==> config.mk <==
export PLATFORM = sky130hd
export DESIGN_NAME = stereo_fifo_rd_arbiter
export DESIGN_NICKNAME = d
export VERILOG_FILES = /design/src/rtl/stereo_arb_pkg.sv /design/src/rtl/stereo_skew_timer.sv /design/src/rtl/stereo_fifo_rd_arbiter.sv
export SDC_FILE = /design/constraint.sdc
export NUM_CORES = 1
export LEC_CHECK = 0
export BUFFER_PORTS_ARGS = -buffer_cell sky130_fd_sc_hd__buf_2
export CORE_ASPECT_RATIO = 0.6
export CORE_UTILIZATION = 51
export CTS_CLUSTER_SIZE = 8
export DETAILED_ROUTE_END_ITERATION = 6
export PLACE_DENSITY = 0.92
export RECOVER_POWER = 50
export SYNTH_ARGS = -nofsm -noshare
export SYNTH_HDL_FRONTEND = slang
export SYNTH_SLANG_ARGS = --single-unit
==> constraint.sdc <==
create_clock -name clk -period 3.4 [get_ports clk]
set_input_delay 0.34 -clock clk [delete_from_list [all_inputs] [get_ports clk]]
set_output_delay 0.34 -clock clk [all_outputs]
set_load 0.01 [all_outputs]
==> src/rtl/stereo_arb_pkg.sv <==
// Shared types and default sizes for the stereo FIFO read arbiter.
package stereo_arb_pkg;

    localparam int unsigned DefDataWidth = 24;
    localparam int unsigned DefSkewLimit = 64;
    localparam int unsigned DefCntWidth  = 16;

    typedef enum logic [2:0] {
        StIdle,
        StWait,
        StPop,
        StCapt,
        StOut,
        StDrop
    } arb_state_e;

endpackage

==> src/rtl/stereo_skew_timer.sv <==
// Counts consecutive one-sided WAIT cycles; expire_o flags the cycle whose increment
// reaches SKEW_LIMIT-1, at which point the arbiter drops the unpaired word.
module stereo_skew_timer
    import stereo_arb_pkg::*;
#(
    parameter int unsigned SKEW_LIMIT = DefSkewLimit
) (
    input  logic clk,
    input  logic rst_n,
    input  logic clear_i,
    input  logic inc_i,
    output logic expire_o
);

    localparam int unsigned CntW = $clog2(SKEW_LIMIT + 1);
    localparam logic [CntW-1:0] Thresh = CntW'(SKEW_LIMIT - 1);

    logic [CntW-1:0] cnt_q, cnt_d, cnt_inc;

    assign cnt_inc  = cnt_q + 1'b1;
    assign expire_o = inc_i && (cnt_inc >= Thresh);

    // Next count: expiry also restarts from zero since the arbiter leaves WAIT.
    always_comb begin
        cnt_d = cnt_q;
        if (clear_i || expire_o) begin
            cnt_d = '0;
        end else if (inc_i) begin
            cnt_d = cnt_inc;
        end
    end

    // Counter state.
    always_ff @(posedge clk or negedge rst_n) begin
        if (!rst_n) begin
            cnt_q <= '0;
        end else begin
            cnt_q <= cnt_d;
        end
    end

endmodule

==> src/rtl/stereo_fifo_rd_arbiter.sv <==
// Pops matched left/right words from two FIFOs and presents them as one stereo frame.
// A side that runs ahead for too long has its head word dropped (skew_err_o pulse).
// Optional: define STEREO_UNDERRUN_CNT_EN to add the saturating underrun_cnt_o counter.
module stereo_fifo_rd_arbiter
    import stereo_arb_pkg::*;
#(
    parameter int unsigned DATA_WIDTH = DefDataWidth,
    parameter int unsigned FWFT       = 1,
    parameter int unsigned SKEW_LIMIT = DefSkewLimit,
    parameter int unsigned CNT_WIDTH  = DefCntWidth
) (
    input  logic                  clk,
    input  logic                  rst_n,
    input  logic                  en_i,
    input  logic                  l_empty_i,
    output logic                  l_rd_en_o,
    input  logic [DATA_WIDTH-1:0] l_rd_data_i,
    input  logic                  r_empty_i,
    output logic                  r_rd_en_o,
    input  logic [DATA_WIDTH-1:0] r_rd_data_i,
    output logic                  out_valid_o,
    input  logic                  out_ready_i,
    output logic [DATA_WIDTH-1:0] out_left_o,
    output logic [DATA_WIDTH-1:0] out_right_o,
    output logic                  skew_err_o
`ifdef STEREO_UNDERRUN_CNT_EN
    ,
    output logic [CNT_WIDTH-1:0]  underrun_cnt_o
`endif
);

    arb_state_e            state_q;
    logic                  l_rd_en_q, r_rd_en_q, out_valid_q, skew_err_q;
    logic [DATA_WIDTH-1:0] out_left_q, out_right_q;

    logic both_avail, one_sided, skew_expire;

    assign both_avail = !l_empty_i && !r_empty_i;
    assign one_sided  = (state_q == StWait) && en_i && (l_empty_i != r_empty_i);

    stereo_skew_timer #(
        .SKEW_LIMIT (SKEW_LIMIT)
    ) u_skew_timer (
        .clk      (clk),
        .rst_n    (rst_n),
        .clear_i  (!one_sided),
        .inc_i    (one_sided),
        .expire_o (skew_expire)
    );

    // Pairing FSM; every output is a register written alongside the state.
    always_ff @(posedge clk or negedge rst_n) begin
        if (!rst_n) begin
            state_q     <= StIdle;
            l_rd_en_q   <= 1'b0;
            r_rd_en_q   <= 1'b0;
            out_valid_q <= 1'b0;
            out_left_q  <= '0;
            out_right_q <= '0;
            skew_err_q  <= 1'b0;
        end else begin
            l_rd_en_q  <= 1'b0;
            r_rd_en_q  <= 1'b0;
            skew_err_q <= 1'b0;
            case (state_q)
                StIdle: begin
                    if (en_i) state_q <= StWait;
                end
                StWait: begin
                    if (!en_i) begin
                        state_q <= StIdle;
                    end else if (both_avail) begin
                        state_q   <= StPop;
                        l_rd_en_q <= 1'b1;
                        r_rd_en_q <= 1'b1;
                    end else if (skew_expire) begin
                        // Only the non-empty side is read; the word is discarded.
                        state_q    <= StDrop;
                        l_rd_en_q  <= !l_empty_i;
                        r_rd_en_q  <= !r_empty_i;
                        skew_err_q <= 1'b1;
                    end
                end
                StPop: begin
                    if (FWFT != 0) begin
                        out_left_q  <= l_rd_data_i;
                        out_right_q <= r_rd_data_i;
                        out_valid_q <= 1'b1;
                        state_q     <= StOut;
                    end else begin
                        state_q <= StCapt;
                    end
                end
                StCapt: begin
                    out_left_q  <= l_rd_data_i;
                    out_right_q <= r_rd_data_i;
                    out_valid_q <= 1'b1;
                    state_q     <= StOut;
                end
                StOut: begin
                    // A held frame is always delivered, even if en_i has fallen.
                    if (out_ready_i) begin
                        out_valid_q <= 1'b0;
                        if (!en_i) begin
                            state_q <= StIdle;
                        end else if (both_avail) begin
                            state_q   <= StPop;
                            l_rd_en_q <= 1'b1;
                            r_rd_en_q <= 1'b1;
                        end else begin
                            state_q <= StWait;
                        end
                    end
                end
                StDrop: begin
                    state_q <= StWait;
                end
                default: begin
                    state_q <= StIdle;
                end
            endcase
        end
    end

    assign l_rd_en_o   = l_rd_en_q;
    assign r_rd_en_o   = r_rd_en_q;
    assign out_valid_o = out_valid_q;
    assign out_left_o  = out_left_q;
    assign out_right_o = out_right_q;
    assign skew_err_o  = skew_err_q;

`ifdef STEREO_UNDERRUN_CNT_EN
    logic [CNT_WIDTH-1:0] underrun_q;

    // Counts cycles the consumer is ready but starved by an empty FIFO; saturates.
    always_ff @(posedge clk or negedge rst_n) begin
        if (!rst_n) begin
            underrun_q <= '0;
        end else if ((state_q == StWait) && en_i && out_ready_i && !out_valid_q &&
                     (l_empty_i || r_empty_i) && (underrun_q != '1)) begin
            underrun_q <= underrun_q + 1'b1;
        end
    end

    assign underrun_cnt_o = underrun_q;
`else
    logic unused_cnt_width;
    assign unused_cnt_width = (CNT_WIDTH != 0);
`endif

endmodule
==> results.json, run 1 <==
{
  "outcome": "complete, no violations",
  "routed_via_density": 5.14,
  "syn_area_per_cell_sq_um": 15.1,
  "grt_max_degree": 53,
  "worstPathMaxFanout": 49,
  "max-vdd-ir-drop_mv": 0.431,
  "diodes": 0,
  "netlist_top_cells_area": "dfrtp_1 (59%), mux2_1 (16%), mux2_4 (5.7%)",
  "start_kind": "flip-flop",
  "critPathRequiredTime_ns": 3.62,
  "dp_hpwl_um": 3880,
  "cp.arrival_ns": 2.00,
  "root_buffer": "clkbuf_8",
  "vias": 1824,
  "clockBufferDepth": 2,
  "powerDensity_nw_per_um2": 749,
  "nNetsFinal": 344,
  "cts_resized": 0,
  "portBuffers": 105,
  "synthArstFlopShare_pct": 100,
  "maxCapViolCount": 0,
  "synth_top_area_share_pct": 58.6,
  "setup_viol": 0,
  "most-common-layout-cells": "buf_2 (83), dfrtp_1 (62), mux2_1 (38)",
  "synth_flop_cell": "dfrtp_1",
  "syn-num-nets": 232,
  "layout.cells.most_common": "buf_2",
  "synth_edf_count": 0,
  "dp_cells": 339,
  "cts_buffers": 9,
  "fin_tns_setup_ns": 0,
  "finalClockSkew_ns": 0.00986,
  "clk_pin_slew_ns": 0.07,
  "first_pass_iters": 4,
  "ys_seq_area_share_pct": 58.6,
  "worstHoldPathType": "in -> async",
  "start_util_pct": 55.4,
  "fmax_mhz": 561,
  "core-area_sq_um": 4780,
  "cts-hold-fix-buffers": 0,
  "yosysUniqueCellTypes": 40,
  "postCtsSetupBuffers": 0,
  "end_kind": "flip-flop",
  "layout.cells.non_filler": 355,
  "drive_gt1_share_pct": 42.8,
  "crit_type": "reg -> reg",
  "pin_count": 106,
  "timing.final.crit_share_pct": 52.4,
  "postRouteAntennaNets": 0,
  "drt_iter0_drc": 37,
  "wl_per_cell_um": 15.2,
  "cts_tree": "built",
  "clk_latency_ns": 0.34,
  "grt_antenna_before_repair": 0,
  "yosysWarningCount": 0,
  "fp.dieW_um": 95.0,
  "grt.total_usage_pct": 21.5,
  "p_leak_nw": 1.68,
  "fp-row-count": 19,
  "timing.slew.headroom_pct": 26.4,
  "tightest_slew_ns": 1.10,
  "n_fill_cell": 355,
  "die_y_um": 57.8,
  "slew_violations": 0,
  "layout_min_cycle_time_ns": 1.78,
  "synth_top_area_cell": "dfrtp_1",
  "grt_overflow_total": 0,
  "synth_area_sq_um": 2650,
  "syn2layout_area_growth_pct": 28.6,
  "grt_pass1_vias": 1726,
  "htreeDepth": 3,
  "syn-instance-count": 175,
  "dieArea_sq_um": 5490,
  "gp_congestion": 0.785,
  "grt_setup_unrepaired": "no",
  "drt_wl_total_um": 5390,
  "hold_viol_final": 0,
  "grt_pass1_wl_um": 8410,
  "synth_seq_cells": 62,
  "drc": 0,
  "cts_sinks": 62
}
==> routing by layer <==
metal	GRT usage, %	wire [um]
met2	34.1	2510
met3	8.14	477
met4	11.3	124
met5	0	0
met1	25.8	2280
==> cell usage after synthesis (all sizes together), types with 2 or more instances <==
master   n
ha       3
a31oi    2
mux2    48
nand3    2
o211a    2
a21oi    5
nor2     3
o31ai    2
nand2    3
inv      5
nand3b   2
o21a     2
buf      5
dfrtp   62
nor3b    2
nor3     7
xnor2    2
==> metrics by stage <==
step / cell area (sq um) / utilization [%] / total power (W) / hold WS (ns) / setup WS (ns)
after floorplan: 2650 / - / 0.00152 / 0.0444 / 1.83
after global placement: 3220 / 67.4 / 0.00185 / 0.461 / 1.66
after detailed placement: 3220 / 67.4 / 0.00190 / 0.469 / 1.61
after CTS: 3430 / 71.9 / 0.00261 / 0.199 / 1.60
after global routing: 3400 / 71.2 / 0.00270 / 0.207 / 1.47
final: 3400 / 71.2 / 0.00255 / 0.206 / 1.62
==> registers in the layout, summed over array words and instances, names as in the netlist <==
name and count:
skew_err_o 1, out_left_o 24, state_q 3, l_rd_en_o 1, u_skew_timer.cnt_q 7, out_right_o 24, out_valid_o 1, r_rd_en_o 1
==> cell families (layout without fill, tap and decap cells) <==
| logic type | Yosys count | after routing | synth area share, % |
|---|---|---|---|
| compound gates | 20 | 20 | 5.96 |
| xor+xnor | 3 | 3 | 1.28 |
| fa+ha+maj | 3 | 3 | 1.42 |
| buf+inv | 11 | 128 | 2.27 |
| flops | 62 | 62 | 58.6 |
| mux | 48 | 48 | 21.8 |
| other cells | 1 | 1 | 0.142 |
| simple gates | 27 | 27 | 8.46 |
==> path summary, 6_finish.rpt <==
path | start | to | slack, ns | depth (start not counted)
worst min register to register | out_left_o[19]$_DFFE_PN0P_ | out_left_o[19]$_DFFE_PN0P_ | 0.48 | 1
worst max-delay path | state_q[2]$_DFFE_PN0P_ | out_left_o[3]$_DFFE_PN0P_ | 1.62 | 2
worst min-delay path | rst_n | out_left_o[9]$_DFFE_PN0P_ | 0.21 | 1
max in group asynchronous | rst_n | out_right_o[15]$_DFFE_PN0P_ | 2.11 | 2
worst max register to register | state_q[2]$_DFFE_PN0P_ | out_left_o[3]$_DFFE_PN0P_ | 1.62 | 2
min in group clk | r_rd_data_i[16] | out_right_o[16]$_DFFE_PN0P_ | 0.21 | 2
==> worst max-delay path, cell delays in order (launching register included) <==
cell and delay [ns]:
dfrtp_1 0.45, and2b_4 0.77, mux2_1 0.39
==> final cells by class <==
class / count / area [sq um] / share of cell area (%)
flip-flops and latches: 62 / 1550 / 45.6
multi-input cells: 102 / 1030 / 30.4
repair buffers: 106 / 502 / 14.7
clock buffers: 10 / 128 / 3.75
clock inverters: 6 / 86.3 / 2.54
well taps: 63 / 78.8 / 2.32
inverters: 6 / 22.5 / 0.662
==> power breakdown <==
group	internal [W]	leakage (nW)	switching, W
sequential	0.00100	0.766	0.000137
clock	0.000411	0.106	0.000285
combinational	0.000358	0.808	0.000356
total	0.00177	1.68	0.000778
(Power assumes the default switching activity.)
==> run 2, diff against run 1 <==
Settings changed: ABC_AREA set to 1, CORE_UTILIZATION 51 to 48, PLACE_DENSITY 0.92 to 0.88.
Clock period 3.4 ns to 1.75 ns, I/O delays scaled along.
==> run 2 against run 1 <==
Clock-buffer cell count did not move. Utilization fell by 3.8 points. Critical path depth up 3. First-iteration DRC count up 120%. Setup slack worse by 1.6 ns. Register-to-register slack worse by 1.6 ns. Synthesized area fell by 2.5%. Combinational power increased to 2.5 times the previous value. Global-route usage rose by 0.24 points. Highest routed layer unchanged.
==> results.json, run 2 <==
{
  "slowest_delay_ns": 0.44,
  "postRouteAntennaNets": 0,
  "synth_edf_count": 0,
  "synthArstFlopShare_pct": 100,
  "postLayoutCoreUtil_pct": 67.4,
  "end_kind": "flip-flop",
  "tightest_slew_ns": 0.800,
  "fmax_mhz": 577,
  "synth_area_sq_um": 2580,
  "timing.final.crit_share_pct": 99.0,
  "ys_seq_area_share_pct": 60.1,
  "cts_sinks": 62,
  "pin_count": 106,
  "powerDensity_nw_per_um2": 1620,
  "drc": 0,
  "wl_per_cell_um": 12.3,
  "hold_viol_final": 0,
  "synth.most_common_cell": "nand2_1",
  "syn_area_per_cell_sq_um": 8.40,
  "synth_mux_area_share_pct": 0,
  "netlist_top_cells_area": "dfrtp_1 (60%), nand2_1 (24%), inv_1 (2.9%)",
  "synth_top_area_share_pct": 60.1,
  "total_power_w": 0.00557,
  "yosysUniqueCellTypes": 24,
  "critPathBufInv": 0,
  "syn-num-nets": 364,
  "drive_gt1_share_pct": 27.9,
  "most-common-layout-cells": "nand2_1 (165), buf_2 (80), dfrtp_1 (61)",
  "portBuffers": 105,
  "ys_top_cells_by_count": "nand2_1 (165), dfrtp_1 (62), inv_1 (20), nor2_1 (18)",
  "post-place-ws_ns": 0.00749,
  "syn-instance-count": 307,
  "synth_top_area_cell": "dfrtp_1",
  "routed_via_density": 4.79,
  "dp_hpwl_um": 4200,
  "synthXorXnorAreaFrac_pct": 0.339,
  "start_util_pct": 50.5,
  "cp.arrival_ns": 1.98,
  "n_fill_cell": 434,
  "root_buffer": "clkbuf_8",
  "worstPathMaxFanout": 5,
  "crit_type": "reg -> reg",
  "grt.total_usage_pct": 21.7,
  "htreeDepth": 3,
  "final_area_sq_um": 3440,
  "p_leak_nw": 1.91,
  "setup_viol": 0,
  "clockBufferDepth": 2,
  "synth_flop_cell": "dfrtp_1",
  "drt_iter0_drc": 80,
  "maxCapViolCount": 0,
  "dieArea_sq_um": 5680,
  "yosysWarningCount": 0,
  "layout_min_cycle_time_ns": 1.73,
  "first_pass_iters": 4,
  "fp-row-count": 20,
  "grt_overflow_total": 0,
  "grt_antenna_before_repair": 0,
  "path_delay_family": "simple AND/OR/NAND/NOR gates",
  "cp_common_cell": "nor2_1",
  "start_kind": "flip-flop",
  "die_y_um": 58.8,
  "cts_tree": "built",
  "slew_violations": 0,
  "clk_pin_slew_ns": 0.07,
  "max-vdd-ir-drop_mv": 0.970,
  "synth-compound-area-share_pct": 1.65,
  "syn2layout_area_growth_pct": 33.4,
  "grt_pass1_wl_um": 9560,
  "gp_congestion": 0.865,
  "synth_fa_ha_area_share_pct": 1.45,
  "critPathRequiredTime_ns": 2.00,
  "diodes": 0,
  "worstHoldPathType": "in -> reg",
  "timing.final.ws_setup_ns": 0.0181,
  "cpMaxStageDelayCell": "dfrtp_1",
  "clk_latency_ns": 0.33,
  "outcome": "complete, no violations",
  "synth_top_family_by_area": "simple AND/OR/NAND/NOR gates",
  "grt_max_degree": 63,
  "core-area_sq_um": 5100,
  "cp_cell_sequence": "nor3_1 -> nand2_1 -> nor2_1 -> nand3_1 -> nor2_1",
  "timing.slew.headroom_pct": 46.7,
  "layout.cells.most_common": "nand2_1",
  "nNetsFinal": 479,
  "cts_buffers": 9,
  "vias": 2361,
  "post_synth_and_or_nand_nor_area_fraction_pct": 31.8,
  "grt_pass1_vias": 2138,
  "fp.dieW_um": 96.7,
  "finalClockSkew_ns": 0.00696,
  "dpl_cell_area_sq_um": 3200,
  "drt_wl_total_um": 6070,
  "synth_seq_cells": 62
}
run 2: changes by cell type after synthesis, moves of 4 or more:
cell	delta
nor3_2	-4
clkbuf_1	+5
mux2_4	-10
a21oi_1	-5
inv_1	+15
nand2_2	+4
nor2_1	+15
nand4_1	+4
nand2_1	+162
mux2_1	-38
run 2: routing by layer:
layer | wire length, um | up-vias | track usage [%]
li1 | - | 1160 | -
met1 | 2620 | 1110 | 27.7
met2 | 2910 | 85 | 33.8
met3 | 493 | 6 | 9.50
met4 | 48 | 0 | 7.25
met5 | 0 | - | 0
run 2: cell type report:
type	count	area, sq um	share of cell area [%]
flip-flops and latches	62	1550	45.1
inverters	20	75.1	2.18
clock buffers	10	138	4.00
well taps	66	82.6	2.40
clock inverters	6	85.1	2.47
multi-input cells	215	945	27.4
repair buffers	114	564	16.4
run 2: through the flow:
| step | std cells | hold slack, ns | setup TNS, ns |
|---|---|---|---|
| after floorplan | 307 | -0.121 | 0 |
| after global placement | 473 | 0.202 | 0 |
| after detailed placement | 473 | 0.206 | 0 |
| after CTS | 491 | 0.0286 | 0 |
| after global routing | 493 | 0.0293 | -0.738 |
| final | 493 | 0.0399 | 0 |
run 2: path summary, 6_finish.rpt:
kind	start	end	slack [ns]	cells after the start
worst max-delay path	state_q[2]$_DFFE_PN0P_	u_skew_timer.cnt_q[3]$_DFFE_PN0P_	0.02	5
worst min-delay path	l_rd_data_i[14]	out_left_o[14]$_DFFE_PN0P_	0.04	3
worst max register to register	state_q[2]$_DFFE_PN0P_	u_skew_timer.cnt_q[3]$_DFFE_PN0P_	0.02	5
worst min register to register	out_right_o[3]$_DFFE_PN0P_	out_right_o[3]$_DFFE_PN0P_	0.47	2
max in group asynchronous	rst_n	u_skew_timer.cnt_q[0]$_DFFE_PN0P_	0.61	3
min in group asynchronous	rst_n	out_right_o[10]$_DFFE_PN0P_	0.58	3
run 2: logic make-up after synthesis:
logic type,after synthesis
other,1
and+or+nand+nor,204
xor gates and xnor gates,1
AOI/OAI and AO/OA,6
adders and majority gates,3
buffers and inverters,30
DFF,62
run 2: repair_timing:
item,in CTS,in global routing
pin swaps,0,2
hold buffers,1,0
hold endpoints to repair,62,0
setup endpoints to repair,2,9
setup buffers,1,2
resized for setup,1,5
run 2: tightest hold or removal path: cells and delay by family:
family / cells / cell delay [ns]
and+or+nand+nor: 2 / 0.09
buffers and inverters: 1 / 0.07
run 2: where the power goes:
| part | switching [W] | internal (W) | total (W) |
|---|---|---|---|
| Combinational | 0.00110 | 0.000695 | 0.00179 |
| Sequential | 0.000354 | 0.00205 | 0.00240 |
| Clock | 0.000541 | 0.000835 | 0.00138 |
| Total | 0.00199 | 0.00358 | 0.00557 |
==> run 3, diff against run 2 <==
Settings changed: CORE_UTILIZATION 48 to 25, CTS_BUF_LIST set to sky130_fd_sc_hd__clkbuf_16, PLACE_DENSITY 0.88 to 0.55, RECOVER_POWER 50 to unset.
==> run 3 against run 2 <==
Wire length increased by 0.87%. Global-route usage decreased by 9.3 points. Worst hold slack improved by 0.0069 ns. Die area increased by 89%. Setup slack improved by 0.12 ns. Total power increased by 12%. Clock-buffer cell count decreased by 1. Critical path depth increased by 6.
==> results.json, run 3 (synthesis results as in run 2) <==
{
  "start_kind": "flip-flop",
  "dp_hpwl_um": 4410,
  "layout_min_cycle_time_ns": 1.61,
  "slowest_delay_ns": 0.41,
  "grt_antenna_before_repair": 0,
  "n_fill_cell": 1060,
  "pin_count": 106,
  "grt.total_usage_pct": 12.4,
  "use_met2_pct": 17.2,
  "die_y_um": 80.7,
  "cpMaxStageDelayCell": "dfrtp_2",
  "clk_pin_slew_ns": 0.06,
  "clockBufferDepth": 2,
  "drc": 0,
  "diodes": 0,
  "tightest_slew_ns": 0.529,
  "path_delay_family": "simple AND/OR/NAND/NOR gates",
  "post-place-ws_ns": 0.0305,
  "worstHoldPathType": "in -> reg",
  "start_util_pct": 25.9,
  "ff2ff_path_depth": 11,
  "core-area_sq_um": 9950,
  "root_buffer": "clkbuf_16",
  "multi_input_area_sq_um": 932,
  "vias": 2251,
  "portBuffers": 105,
  "cp.depth": 11,
  "dieArea_sq_um": 10700,
  "crit_type": "reg -> reg",
  "fmax_mhz": 622,
  "routed_via_density": 4.01,
  "wl_per_cell_um": 10.9,
  "switching_share_pct": 32.3,
  "p_comb_share_pct": 29.5,
  "layout.cells.most_common": "nand2_1",
  "final_area_sq_um": 3680,
  "timing.final.crit_share_pct": 91.9,
  "hold_viol_final": 0,
  "hold_path_depth": 3,
  "drt_iter0_drc": 87,
  "cts_buffers": 9,
  "powerDensity_nw_per_um2": 1690,
  "grt_pass1_wl_um": 10000,
  "finalClockSkew_ns": 0.00702,
  "htreeDepth": 3,
  "switchingPower_w": 0.00201,
  "cts_sinks": 62,
  "grt_pass1_vias": 2055,
  "critPathRequiredTime_ns": 2.00,
  "use_met3_pct": 6.25,
  "cts_tree": "built",
  "cp_cell_sequence": "ha_2 -> nand3_1 -> nand2_1 -> nand2_1 -> nor2_2 -> nand3_2 -> nand2_2 -> nand2_2 -> nand2_2 -> nand2_1 -> a21oi_2",
  "p_int_w": 0.00420,
  "drive_gt1_share_pct": 33.1,
  "setup_viol": 0,
  "fp-row-count": 28,
  "use_met1_pct": 16.1,
  "most-common-layout-cells": "nand2_1 (165), buf_2 (105), dfrtp_1 (60)",
  "timing.final.ws_setup_ns": 0.141,
  "fp.dieW_um": 133,
  "outcome": "complete, no violations",
  "first_pass_iters": 4,
  "postLayoutCoreUtil_pct": 37.0,
  "dpl_cell_area_sq_um": 3310,
  "gp_congestion": 0.798,
  "seq_power_share_pct": 38.3,
  "grt_max_degree": 30,
  "p_leak_nw": 2.04,
  "grt_overflow_total": 0,
  "fin_tns_setup_ns": 0,
  "regArea_sq_um": 1550,
  "p_clk_share_pct": 32.2,
  "cp.arrival_ns": 1.86,
  "critPathBufInv": 0,
  "grt_setup_unrepaired": "no",
  "slew_violations": 0,
  "grt.busiest_layer": "met2",
  "drt_wl_total_um": 6130,
  "postRouteAntennaNets": 0,
  "maxCapViolCount": 0,
  "nNetsFinal": 478,
  "clk_latency_ns": 0.32,
  "timing.slew.headroom_pct": 64.7,
  "syn2layout_area_growth_pct": 42.7,
  "worstPathMaxFanout": 6,
  "max-vdd-ir-drop_mv": 0.565,
  "end_kind": "flip-flop"
}
run 3: repair_timing:
action                                  4_1_cts  5_1_grt
resized for setup                             0        5
endpoints found under the hold margin        18        0
endpoints found under the setup margin        0       10
hold buffers                                  1        0
buffers inserted                              0        1
run 3: metal layers:
metal,routed length (um),vias up,part of all wire (%)
met5,0,-,0
met4,87,0,1.4
met3,523,9,8.5
met2,2460,78,40
met1,3060,1008,50
li1,-,1156,-
run 3: metrics by stage:
stage                     power, W  std cells  hold slack (ns)
final                      0.00621        561           0.0468
after global routing       0.00671        561           0.0379
after CTS                  0.00632        560           0.0267
after detailed placement   0.00426        543            0.183
after global placement     0.00421        543            0.192
after floorplan            0.00337        307           -0.121
run 3: final cells by class:
type                            count  area share, %
Sequential cell                    62           42.2
Multi-Input combinational cell    215           25.3
Timing Repair Buffer              113           16.6
Clock buffer                        9           6.12
Tap cell                          135           4.59
Clock inverter                      7           3.09
Inverter                           20           2.04
run 3: final timing paths:
check	start	to	slack (ns)
hold / removal	r_rd_data_i[20]	out_right_o[20]$_DFFE_PN0P_	0.05
setup reg to reg	u_skew_timer.cnt_q[0]$_DFFE_PN0P_	state_q[2]$_DFFE_PN0P_	0.14
max in group asynchronous	rst_n	u_skew_timer.cnt_q[1]$_DFFE_PN0P_	0.87
min in group asynchronous	rst_n	out_left_o[8]$_DFFE_PN0P_	0.37
hold reg to reg	out_left_o[11]$_DFFE_PN0P_	out_left_o[11]$_DFFE_PN0P_	0.46
setup / recovery	u_skew_timer.cnt_q[0]$_DFFE_PN0P_	state_q[2]$_DFFE_PN0P_	0.14
run 3: power groups by stage:
stage / sequential (W) / combinational, W / clock (W)
global route: 0.00248 / 0.00209 / 0.00214
CTS: 0.00238 / 0.00186 / 0.00208
detailed placement: 0.00238 / 0.00187 / 0
finish: 0.00238 / 0.00183 / 0.00200
global placement: 0.00238 / 0.00183 / 0
floorplan: 0.00267 / 0.000703 / 0
run 3: worst register-to-register path, stage by stage, from the launching register on:
cell and delay (ns):
dfrtp_2 0.41, ha_2 0.22, nand3_1 0.11, nand2_1 0.09, nand2_1 0.08, nor2_2 0.12, nand3_2 0.10, nand2_2 0.09
nand2_2 0.07, nand2_2 0.09, nand2_1 0.06, a21oi_2 0.10
